$ cat src/rtl/dec_lut_pkg.sv
// Shared definitions for the DEC_LUT 20-bit codec (encoder and decoder).
// Holds the index/codeword widths, the default codeword map and the encoder state type.
package dec_lut_pkg;

  localparam int N_BITS   = 21;
  localparam int S_BITS   = 13;
  localparam int W_BITS   = N_BITS + S_BITS;
  localparam int CNT_BITS = $clog2(N_BITS);

  localparam logic [S_BITS-1:0] SCALE_DEFAULT = 13'd5000;
  localparam logic [W_BITS-1:0] BIAS_DEFAULT  = 34'd0;

  typedef enum logic [1:0] {
    IDLE = 2'd0,
    MUL  = 2'd1,
    DONE = 2'd2
  } enc_state_t;

endpackage

$ cat src/rtl/dec_lut_shift_add_step.sv
// One combinational shift-add multiplier step: conditionally add the shifted
// multiplier into the accumulator, then advance multiplicand and multiplier by one bit.
import dec_lut_pkg::*;

module dec_lut_shift_add_step (
  input  logic [W_BITS-1:0] i_acc,
  input  logic [N_BITS-1:0] i_mcand,
  input  logic [W_BITS-1:0] i_mult,
  output logic [W_BITS-1:0] o_accNext,
  output logic [N_BITS-1:0] o_mcandNext,
  output logic [W_BITS-1:0] o_multNext
);

  // The sum truncates to W_BITS, which gives the mod 2^W_BITS codeword map.
  always_comb begin
    o_accNext   = i_mcand[0] ? (i_acc + i_mult) : i_acc;
    o_mcandNext = i_mcand >> 1;
    o_multNext  = i_mult << 1;
  end

endmodule

$ cat src/rtl/dec_lut_encoder20bits_clk.sv
// DEC_LUT encoder: W = (N*SCALE + BIAS) mod 2^W_BITS via an iterative shift-add multiplier.
// Optional macro ENC_EARLY_TERM_EN ends the multiply once the remaining multiplicand is zero.
import dec_lut_pkg::*;

module dec_lut_encoder20bits_clk #(
  parameter logic [S_BITS-1:0] SCALE = SCALE_DEFAULT,
  parameter logic [W_BITS-1:0] BIAS  = BIAS_DEFAULT
) (
  input  logic              clk,
  input  logic              rst,
  input  logic              start,
  input  logic [N_BITS-1:0] N,
  output logic              busy,
  output logic              done,
  output logic [W_BITS-1:0] W
);

  enc_state_t r_state;
  enc_state_t w_stateNext;

  logic [W_BITS-1:0]   r_acc;
  logic [N_BITS-1:0]   r_mcand;
  logic [W_BITS-1:0]   r_mult;
  logic [CNT_BITS-1:0] r_cnt;
  logic [W_BITS-1:0]   r_W;
  logic                r_busy;
  logic                r_done;

  logic [W_BITS-1:0] w_accNext;
  logic [N_BITS-1:0] w_mcandNext;
  logic [W_BITS-1:0] w_multNext;
  logic              w_lastStep;
  logic              w_accept;
  logic              w_mulStep;
  logic              w_finish;

  dec_lut_shift_add_step u_step (
    .i_acc       (r_acc),
    .i_mcand     (r_mcand),
    .i_mult      (r_mult),
    .o_accNext   (w_accNext),
    .o_mcandNext (w_mcandNext),
    .o_multNext  (w_multNext)
  );

`ifdef ENC_EARLY_TERM_EN
  assign w_lastStep = (r_cnt == CNT_BITS'(N_BITS - 1)) || (w_mcandNext == '0);
`else
  assign w_lastStep = (r_cnt == CNT_BITS'(N_BITS - 1));
`endif

  always_ff @(posedge clk) begin
    if (rst) r_state <= IDLE;
    else     r_state <= w_stateNext;
  end

  always_comb begin
    w_stateNext = r_state;
    case (r_state)
      IDLE:    if (start) w_stateNext = MUL;
      MUL:     if (w_lastStep) w_stateNext = DONE;
      DONE:    w_stateNext = IDLE;
      default: w_stateNext = IDLE;
    endcase
  end

  always_comb begin
    w_accept  = 1'b0;
    w_mulStep = 1'b0;
    w_finish  = 1'b0;
    case (r_state)
      IDLE:    w_accept  = start;
      MUL:     w_mulStep = 1'b1;
      DONE:    w_finish  = 1'b1;
      default: ;
    endcase
  end

  // Datapath and registered handshake; W only changes when an operation completes.
  always_ff @(posedge clk) begin
    if (rst) begin
      r_acc   <= '0;
      r_mcand <= '0;
      r_mult  <= '0;
      r_cnt   <= '0;
      r_W     <= '0;
      r_busy  <= 1'b0;
      r_done  <= 1'b0;
    end else begin
      r_done <= 1'b0;
      if (w_accept) begin
        r_mcand <= N;
        r_mult  <= {{(W_BITS - S_BITS){1'b0}}, SCALE};
        r_acc   <= BIAS;
        r_cnt   <= '0;
        r_busy  <= 1'b1;
      end
      if (w_mulStep) begin
        r_acc   <= w_accNext;
        r_mcand <= w_mcandNext;
        r_mult  <= w_multNext;
        r_cnt   <= r_cnt + CNT_BITS'(1);
      end
      if (w_finish) begin
        r_W    <= r_acc;
        r_done <= 1'b1;
        r_busy <= 1'b0;
      end
    end
  end

  assign busy = r_busy;
  assign done = r_done;
  assign W    = r_W;

endmodule

$ cat config.mk
export PLATFORM = sky130hd
export DESIGN_NAME = dec_lut_encoder20bits_clk
export DESIGN_NICKNAME = d
export VERILOG_FILES = /design/src/rtl/dec_lut_pkg.sv /design/src/rtl/dec_lut_shift_add_step.sv /design/src/rtl/dec_lut_encoder20bits_clk.sv
export SDC_FILE = /design/constraint.sdc
export NUM_CORES = 1
export LEC_CHECK = 0
export ABC_AREA = 1
export CORE_MARGIN = 2
export CORE_UTILIZATION = 50
export DETAILED_ROUTE_END_ITERATION = 16
export PLACE_DENSITY_LB_ADDON = 0.05
export SYNTH_ARGS = -nofsm -noshare
export SYNTH_HDL_FRONTEND = slang
export SYNTH_SLANG_ARGS = --single-unit
$ cat constraint.sdc
create_clock -name clk -period 5.2 [get_ports clk]
set_input_delay 1.04 -clock clk [delete_from_list [all_inputs] [get_ports clk]]
set_output_delay 1.04 -clock clk [all_outputs]
set_load 0.01 [all_outputs]
==> results by group, run 1 <==
Outcome
  • Status: complete, no violations

Clocking
  • Root Driver: clkbuf_16
  • # H-tree levels: 4
  • CTS buffer count: 17
  • CTS tree: done
  • Post-CTS Hold Buffers: 0
  • Max Buffers Root-to-Sink: 2
  • Worst-path clk slew: 0.05 ns
  • Worst skew pair latency: 0.42 ns
  • Post-CTS setup buffers: 0
  • Clk sink count: 123
  • Resize count post-CTS: 0

Worst setup path
  • Most frequent cell on the critical path: nand2_1
  • Worst path max stage delay: 0.71 ns
  • WP data required: 5.53 ns
  • WP data arrival: 3.54 ns
  • Slowest CP cell: nand2_1
  • Worst setup SP type: primary input
  • Worst path cell trace: clkdlybuf4s50_1 > nand2_1 > inv_2 > nor2_4 > nand2_1 > o211ai_1
  • Delay-heaviest family, CP: simple AND/OR/NAND/NOR gates
  • Worst setup EP type: flop
  • CP Class: primary input to flop
  • Crit-path max FO: 28
  • WP buf/inv: 2

Yosys
  • Post-synthesis register bit count: 123
  • Post-synthesis sequential area ratio: 0.370
  • Mapped Avg Cell Area: 6.74 um^2
  • Post-Syn Area: 6660 um^2
  • Netlist cell types: 37
  • Ys Warns: 0
  • Synth Instances: 987

Drt
  • DR vias/cell: 5.14
  • Drt drc: 0
  • Routed length on met3: 956 um
  • Via count: 6291
  • Max layer used: met4
  • WL met1: 8420 um
  • Metal2 WL: 7610 um
  • Initial DRT Pass Iterations: 6
  • Post-Route WL: 17300 um
  • Wire per inst: 14.1 um
  • DRT iter0 DRCs: 452
  • Number of routed nets with antenna violations: 0

Floorplanning
  • Row count: 42
  • Die W: 119 um
  • Die ar.: 14300 um^2
  • Core Area: 13100 um^2
  • Die Ht: 119 um
  • Starting density of the core: 0.507
  • I/O pin cnt: 60

Timing
  • Final setup viols: 0
  • Fmax: 0.312 GHz
  • Worst slew margin: 0.292
  • Post-layout min period: 3.21 ns
  • Tightest Pin Transition: 1.06 ns
  • Total negative slack: 0 ns
  • Hold Fails Final Rpt: 0
  • Worst Skew: 0.00558 ns
  • Final Slew Violations: 0
  • RSZ-0062 raised after global routing: false
  • Final worst-path cycle share: 0.617

Global routing
  • Total GRT Usage: 0.260
  • Gr ovfl total: 0
  • Vias in the first global route: 6063
  • Largest net degree at the start of global routing: 52
  • First-pass GRT wire length: 29500 um
  • Initial antenna violation count: 0

Final layout
  • Final nets: 1092
  • Antenna Cells: 0
  • Finished Layout Cells: 1224
  • Most common cell after layout, fill and taps aside: nand2_1
  • Share of cells above drive strength 1: 0.0811
  • Most frequent cells in the layout: nand2_1 (318), inv_1 (141), dfxtp_1 (123)
  • Area Overhead vs Synth: 19.1%

Place
  • DP HPWL: 12600 um
  • Final GP Congestion: 0.979
  • IO Port Bufs: 56
  • Inst Count DP: 1192

Job
  • Max Cap Viol: 0

Min path
  • HP Class: flop to flop

Power and ir drop
  • PD cells: 299 nW/um^2
  • Lkg Pwr: 0.00374 uW
  • Max VDD drop: 262 uV
metal layers:
| metal | vias to the layer above | track usage |
|---|---|---|
| met4 | 0 | 0.0904 |
| met5 | - | 0 |
| li1 | 3266 | - |
| met3 | 25 | 0.0450 |
| met2 | 165 | 0.409 |
| met1 | 2835 | 0.361 |
report_power, final:
group / leakage, uW / switching [uW] / internal (uW)
clock network: 0.000300 / 435 / 792
registers: 0.000997 / 19.2 / 970
logic: 0.00244 / 102 / 50.6
total: 0.00374 / 556 / 1810
state kept, by name (all words and copies together), names as in the netlist:
| signal | flops |
|---|---|
| r_mcand | 21 |
| W | 31 |
| done | 1 |
| busy | 1 |
| r_cnt | 5 |
| r_acc | 31 |
| r_mult | 31 |
| r_state | 2 |
worst paths after layout:
path                                         startpoint                  endpoint  slack (ns)  depth (start not counted)
worst min-delay path            r_mcand[3]$_SDFFE_PP0P_   r_mcand[3]$_SDFFE_PP0P_        0.45                          2
worst max register to register  r_state[1]$_SDFFE_PP0P_  r_mcand[10]$_SDFFE_PP0P_        2.48                          6
worst max-delay path                              start  r_mcand[10]$_SDFFE_PP0P_        1.99                          6
worst min register to register  r_mcand[3]$_SDFFE_PP0P_   r_mcand[3]$_SDFFE_PP0P_        0.45                          2
final cells by class:
type / instances / area, um^2
sequential: 123 / 2460
clock inverter: 10 / 139
timing repair buffer: 61 / 593
tap: 176 / 220
clock buffer: 22 / 474
multi-input combinational: 685 / 3480
fill: 1282 / 5210
inverter: 147 / 552
kinds of logic (layout without fill, tap and decap cells):
| family | Yosys count | count (layout) | share of synthesized area |
|---|---|---|---|
| XOR/XNOR | 1 | 1 | 0.00132 |
| adder cells (fa/ha/maj) | 33 | 33 | 0.0632 |
| flip-flops | 123 | 123 | 0.370 |
| AND/OR/NAND/NOR | 499 | 499 | 0.329 |
| buffers and inverters | 181 | 240 | 0.108 |
| other | 1 | 3 | 0.000563 |
| AO/OA/AOI/OAI | 149 | 149 | 0.128 |
worst register-to-register path, stage by stage (launching register included):
cell and delay (ns):
dfxtp_1 0.32, inv_1 0.06, nand2_2 0.22, inv_1 0.32
nor2_4 0.62, nand2_1 0.72, o211ai_1 0.38
cell usage after synthesis:
cell type  number  area share
clkbuf_1       12      0.0068
xor2_1          1      0.0013
clkbuf_8        1      0.0021
a22oi_1         8      0.0090
ha_1           32       0.060
buf_4           3      0.0034
o21bai_1        2      0.0023
clkinv_1        1     0.00056
nor3_2          2      0.0030
conb_1          1     0.00056
nand3_1        80       0.060
o22ai_1        21       0.020
nand2_2        17       0.016
nand3_2        11       0.017
o221ai_1        8       0.011
dfxtp_1       123        0.37
a221oi_1        2      0.0026
nand4_1         9      0.0085
a21oi_2         2      0.0026
or2_1           1     0.00094
nor2_2          6      0.0056
nand2_1       318        0.18
o211ai_1        3      0.0034
inv_1         141       0.080
a21oi_1        75       0.056
nor3_1          5      0.0038
o21ai_0        26       0.020
buf_1           3      0.0017
fa_1            1      0.0030
and2_1          2      0.0019
nand3b_1        3      0.0034
a21o_1          2      0.0023
nor2_4          3      0.0051
or2_2           2      0.0019
nor2_1         40       0.023
buf_2          15       0.011
inv_2           5      0.0028
per-stage QoR:
step                power [uW]  hold WS (ns)  cell area, um^2  worst slack [ns]   util
floorplan                 1110         0.425             6660              3.30      -
global placement          1160         0.439             7310              1.60  0.557
detailed placement        1160         0.445             7310              1.58  0.557
CTS                       2380         0.453             7930              2.01  0.603
global route              2450         0.460             7930              1.66  0.603
finish                    2370         0.447             7930              1.99  0.603
(Power assumes the default switching activity.)
==> run 2, diff against run 1 <==
==> constraint.sdc (replaced) <==
create_clock -name clk -period 2.7 [get_ports clk]
set_input_delay 0.54 -clock clk [delete_from_list [all_inputs] [get_ports clk]]
set_output_delay 0.54 -clock clk [all_outputs]
set_load 0.01 [all_outputs]
==> run 2 against run 1 <==
Clock-buffer cell count fell by 1. Design area increased by 0.41%. Critical path depth grew 5. Routed wire length grew 1.4%. Largest cell class unchanged.
==> results by group, run 2 (synthesized netlist as in run 1, its figures left out) <==
Outcome
  • Status: complete, no violations

Clocking
  • Worst-path clk slew: 0.06 ns (about the same)
  • CTS tree: done
  • Clk sink count: 123 (unchanged)
  • Post-CTS Hold Buffers: 0 (unchanged)
  • Max Buffers Root-to-Sink: 2 (unchanged)
  • Resize count post-CTS: 0 (unchanged)
  • CTS buffer count: 17 (unchanged)
  • Post-CTS setup buffers: 0 (unchanged)
  • Worst skew pair latency: 0.42 ns (about the same)
  • Root Driver: clkbuf_16
  • # H-tree levels: 4 (unchanged)

Final layout
  • Finished Layout Cells: 1229 (+0.41%)
  • Share of cells above drive strength 1: 0.0855 (+0.00436)
  • Most common cell after layout, fill and taps aside: nand2_1
  • # fillers: 1303 (+1.6%)
  • Most frequent cells in the layout: nand2_1 (318), inv_1 (141), dfxtp_1 (123)
  • Antenna Cells: 0 (unchanged)
  • Final nets: 1098 (+0.55%)
  • Area Overhead vs Synth: 19.5%

Worst setup path
  • Worst path max stage delay: 0.45 ns (-0.26 ns)
  • Reg-to-reg critical path endpoint: r_acc[27]$_SDFFE_PP0P_
  • WP data arrival: 2.38 ns (-1.16 ns)
  • Worst setup EP type: flop
  • Worst path cell trace: ha_1 > fa_1 > nand3_1 > nand3_2 > nand2_1 > nand2_2 > nand3_1 > nand3_1 > nand2_1 > nand3_1 > a21oi_1
  • Crit-path max FO: 5 (-82%)
  • Reg2Reg Depth: 11 (+5)
  • WP data required: 3.05 ns (-2.48 ns)
  • CP Class: flop to flop
  • Setup slack, reg-to-reg: 0.67 ns (-1.81 ns)
  • Worst setup SP type: flop
  • R2r startpoint: r_acc[3]$_SDFFE_PP0P_
  • Slowest CP cell: fa_1
  • Most frequent cell on the critical path: nand3_1

Floorplanning
  • Die ar.: 14300 um^2 (unchanged)
  • Core Area: 13100 um^2 (unchanged)
  • Die W: 119 um (unchanged)
  • Row count: 42 (unchanged)
  • I/O pin cnt: 60 (unchanged)
  • Starting density of the core: 0.507 (unchanged)
  • Die Ht: 119 um (unchanged)

Global routing
  • Vias in the first global route: 5982 (-1.3%)
  • Total GRT Usage: 0.259 (-0.00155)
  • Gr ovfl total: 0 (unchanged)
  • Initial antenna violation count: 0 (unchanged)
  • Largest net degree at the start of global routing: 33 (-37%)
  • First-pass GRT wire length: 29200 um (-1.2%)

Timing
  • Fmax: 0.493 GHz
  • Worst slew margin: 0.615 (+0.323)
  • Setup WS post-layout: 0.673 ns (-1.32 ns)
  • Hold Fails Final Rpt: 0 (unchanged)
  • Total negative slack: 0 ns (unchanged)
  • Worst Skew: 0.0104 ns (+0.00482 ns)
  • Final worst-path cycle share: 0.751
  • Final setup viols: 0 (unchanged)
  • Post-layout min period: 2.03 ns
  • RSZ-0062 raised after global routing: false
  • Tightest Pin Transition: 0.575 ns (-0.486 ns)
  • Final Slew Violations: 0 (unchanged)

Drt
  • Wire per inst: 14.3 um (+1.0%)
  • Number of routed nets with antenna violations: 0 (unchanged)
  • Post-Route WL: 17600 um (+1.4%)
  • DRT iter0 DRCs: 367 (-19%)
  • Drt drc: 0 (unchanged)
  • Via count: 6271 (-0.32%)
  • DR vias/cell: 5.10 (-0.72%)
  • Initial DRT Pass Iterations: 8 (+2)

Place
  • Inst Count DP: 1198 (+0.50%)
  • IO Port Bufs: 56 (unchanged)
  • Pre-CTS setup slack: 0.657 ns (-0.919 ns)
  • Final GP Congestion: 0.956 (-2.4%)
  • DP HPWL: 12600 um (+0.62%)

Power and ir drop
  • Lkg Pwr: 0.00375 uW (+0.38%)
  • Max VDD drop: 445 uV (+70%)
  • PD cells: 572 nW/um^2 (+91%)

Min path
  • HP Class: flop to flop
  • Worst hold path startpoint: r_mcand[1]$_SDFFE_PP0P_
  • Hold depth: 2 (unchanged)
  • Worst hold endpoint: r_mcand[1]$_SDFFE_PP0P_

Job
  • Max Cap Viol: 0 (unchanged)
## run 2: worst max path at each step
stage,endpoint,startpoint
after floorplan,r_acc[31]$_SDFFE_PP0P_,r_acc[3]$_SDFFE_PP0P_
after global placement,r_acc[25]$_SDFFE_PP0P_,start
after detailed placement,r_acc[33]$_SDFFE_PP0P_,start
after CTS,r_acc[27]$_SDFFE_PP0P_,r_acc[3]$_SDFFE_PP0P_
after global routing,r_acc[17]$_SDFFE_PP0P_,r_state[1]$_SDFFE_PP0P_
final,r_acc[27]$_SDFFE_PP0P_,r_acc[3]$_SDFFE_PP0P_
## run 2: layout make-up
type | instances | area [um^2] | share of cell area
Multi-Input combinational cell | 685 | 3480 | 0.438
Sequential cell | 123 | 2460 | 0.309
Timing Repair Buffer | 67 | 638 | 0.0802
Inverter | 147 | 552 | 0.0693
Clock buffer | 21 | 460 | 0.0579
Tap cell | 176 | 220 | 0.0277
Clock inverter | 10 | 140 | 0.0176
## run 2: worst max-delay path, delay by kind of cell, from the launching register on
family / cells / cell delay, ns
AND/OR/NAND/NOR: 8 / 0.80
AO/OA/AOI/OAI: 1 / 0.12
adder cells (fa/ha/maj): 2 / 0.70
flip-flops: 1 / 0.32
## run 2: per-stage QoR
step / hold WS [ns] / instance area (um^2) / power, uW / utilization
after floorplan: 0.425 / 6660 / 2140 / -
after global routing: 0.467 / 7960 / 4700 / 0.606
final: 0.447 / 7960 / 4550 / 0.606
after detailed placement: 0.439 / 7360 / 2250 / 0.560
after CTS: 0.451 / 7960 / 4580 / 0.606
after global placement: 0.437 / 7360 / 2250 / 0.560
## run 2: report_power, final
part	switching (uW)	internal (uW)
Clock	838	1500
Sequential	33.9	1870
Combinational	204	107
Total	1080	3470
## run 2: layer usage
metal,vias up,GRT usage,routed length (um)
met5,-,0,0
met4,0,0.0787,276
met3,25,0.0575,854
met2,154,0.415,8060
met1,2812,0.349,8370
li1,3280,-,-
==> run 3, diff against run 2 <==
==> constraint.sdc (replaced) <==
create_clock -name clk -period 2 [get_ports clk]
set_input_delay 0.4 -clock clk [delete_from_list [all_inputs] [get_ports clk]]
set_output_delay 0.4 -clock clk [all_outputs]
set_load 0.01 [all_outputs]
==> run 3 against run 2 <==
Combinational power up 55%. Die area unchanged. Power up 36%. Worst hold slack worse by 0.15 ns. Core utilization up 2.3 points. Global-route usage up 0.53 points. Sequential power up 35%. Critical path depth down 1. Clock-buffer cell count down 3. Sequential share of layout area down 1.1 points. Worst setup slack worse by 0.53 ns. Largest cell class unchanged. Highest routed layer unchanged.
==> results by group, run 3 (synthesized netlist as in run 1, its figures left out) <==
Floorplanning
  • Die ar.: 14300 um^2 (unchanged)
  • I/O pin cnt: 60 (unchanged)
  • Die W: 119 um (unchanged)
  • Starting density of the core: 0.507 (unchanged)
  • Core Area: 13100 um^2 (unchanged)
  • Die Ht: 119 um (unchanged)
  • Row count: 42 (unchanged)

Final layout
  • Finished Layout Cells: 1254 (+2.0%)
  • Final nets: 1122 (+2.2%)
  • Most common cell after layout, fill and taps aside: nand2_1
  • Most frequent cells in the layout: nand2_1 (314), inv_1 (141), dfxtp_1 (123)
  • FF/Latch Area: 2460 um^2 (unchanged)
  • # fillers: 1228 (-5.8%)
  • Core Util, Final: 0.629 (+0.0231)
  • Share of cells above drive strength 1: 0.120 (+0.0342)
  • Area occupied by multi-input gates: 3550 um^2 (+1.8%)
  • Area Overhead vs Synth: 24.1%
  • Antenna Cells: 0 (unchanged)

Drt
  • Post-Route WL: 18300 um (+4.3%)
  • DR vias/cell: 5.10 (about the same)
  • Wire per inst: 14.6 um (+2.2%)
  • DRT iter0 DRCs: 384 (+4.6%)
  • Initial DRT Pass Iterations: 5 (-3)
  • Via count: 6398 (+2.0%)
  • Number of routed nets with antenna violations: 0 (unchanged)
  • Drt drc: 0 (unchanged)

Timing
  • RSZ-0062 raised after global routing: false
  • Hold Fails Final Rpt: 0 (unchanged)
  • Post-layout min period: 1.85 ns (-0.173 ns)
  • Final setup viols: 0 (unchanged)
  • Fmax: 0.539 GHz (+9.3%)
  • Final Slew Violations: 0 (unchanged)
  • Setup WS post-layout: 0.146 ns (-0.527 ns)
  • Final worst-path cycle share: 0.927 (+0.176)
  • Total negative slack: 0 ns (unchanged)
  • Worst Skew: 0.00446 ns (-0.00593 ns)

Global routing
  • Largest net degree at the start of global routing: 33 (unchanged)
  • Total GRT Usage: 0.264 (+0.00533)
  • First-pass GRT wire length: 29500 um (+1.2%)
  • Vias in the first global route: 5956 (-0.43%)
  • Gr ovfl total: 0 (unchanged)
  • Initial antenna violation count: 0 (unchanged)

Worst setup path
  • WP data arrival: 2.21 ns (-0.17 ns)
  • Worst setup EP type: flop
  • WP data required: 2.35 ns (-0.70 ns)
  • WP buf/inv: 1 (+1)
  • Cell count along the critical path: 10 (-1)
  • Reg2Reg Depth: 10 (-1)
  • Worst path max stage delay: 0.46 ns (about the same)
  • Delay-heaviest family, CP: simple AND/OR/NAND/NOR gates
  • Worst path cell trace: ha_1 > nand2_1 > nor2_1 > nand2_1 > inv_1 > a21oi_1 > nand2_1 > nand2_1 > nand3_2 > a21oi_2
  • Most frequent cell on the critical path: nand2_1
  • Slowest CP cell: dfxtp_1
  • Worst setup SP type: flop
  • R2r startpoint: r_acc[30]$_SDFFE_PP0P_
  • CP startpoint: r_acc[30]$_SDFFE_PP0P_
  • CP Class: flop to flop
  • Crit-path max FO: 5 (unchanged)

Clocking
  • Clk sink count: 123 (unchanged)
  • Root Driver: clkbuf_16
  • # H-tree levels: 4 (unchanged)
  • Worst skew pair latency: 0.42 ns (about the same)
  • CTS tree: done
  • Max Buffers Root-to-Sink: 2 (unchanged)
  • Worst-path clk slew: 0.06 ns (about the same)
  • Post-CTS Hold Buffers: 0 (unchanged)
  • CTS buffer count: 17 (unchanged)

Outcome
  • Status: complete, no violations

Power and ir drop
  • Max VDD drop: 577 uV (+30%)
  • PD cells: 747 nW/um^2 (+31%)
  • Power, Total: 6170 uW (+36%)
  • Lkg Pwr: 0.00391 uW (+4.2%)

Min path
  • Worst hold path startpoint: rst
  • Hold depth: 2 (unchanged)
  • HP Class: primary input to flop

Place
  • IO Port Bufs: 56 (unchanged)
  • Final GP Congestion: 0.987 (+3.2%)
  • Pre-CTS setup slack: 0.105 ns (-0.552 ns)
  • Inst Count DP: 1221 (+1.9%)
  • DP HPWL: 13300 um (+5.2%)

Job
  • Max Cap Viol: 0 (unchanged)
[run 3: cell types whose count changed in the layout (fill, tap and decap cells not counted), moves of 3 or more]
cell      change
buf_4        +19
ha_1          -4
nand2_1       -4
buf_12        +5
clkinv_4      +3
nand2_2       +4
[run 3: worst register-to-register path: stages (launching register included)]
cell and delay [ns]:
dfxtp_1 0.46, ha_1 0.37, nand2_1 0.21, nor2_1 0.09, nand2_1 0.09, inv_1 0.05, a21oi_1 0.21, nand2_1 0.08
nand2_1 0.07, nand3_2 0.06, a21oi_2 0.12
[run 3: per-layer routing]
layer / vias up / GRT usage / wire (um) / share of wire
li1: 3322 / - / - / -
met1: 2901 / 0.350 / 8560 / 0.47
met2: 151 / 0.437 / 8530 / 0.47
met3: 24 / 0.0570 / 890 / 0.049
met4: 0 / 0.0713 / 328 / 0.018
met5: - / 0 / 0 / 0
[run 3: final cells by class]
cell class / instances / share of cell area
Tap cell: 176 / 0.0267
Clock buffer: 18 / 0.0519
Sequential cell: 123 / 0.298
Clock inverter: 14 / 0.0204
Multi-Input combinational cell: 685 / 0.430
Inverter: 147 / 0.0668
Timing Repair Buffer: 91 / 0.107
[run 3: final timing paths]
path / slack [ns] / end
max: 0.15 / r_acc[33]$_SDFFE_PP0P_
max reg2reg: 0.15 / r_acc[33]$_SDFFE_PP0P_
min reg2reg: 0.44 / r_mcand[2]$_SDFFE_PP0P_
min: 0.30 / r_cnt[3]$_SDFFE_PP0P_
[run 3: timing repair]
item / CTS / global route
setup endpoints to repair: 0 / 10
gates resized for setup: 0 / 14
buffers inserted: 0 / 1
[run 3: power by group]
group          switching (uW)  total, uW  internal [uW]
Sequential               47.3       2570           2520
Clock                    1160       3120           1960
Combinational             293        484            191
[run 3: stage by stage]
stage / hold WS (ns) / area [um^2]
after global placement: 0.439 / 7590
after CTS: 0.289 / 8190
after global routing: 0.296 / 8260
after floorplan: 0.425 / 6660
after detailed placement: 0.440 / 7590
final: 0.300 / 8260
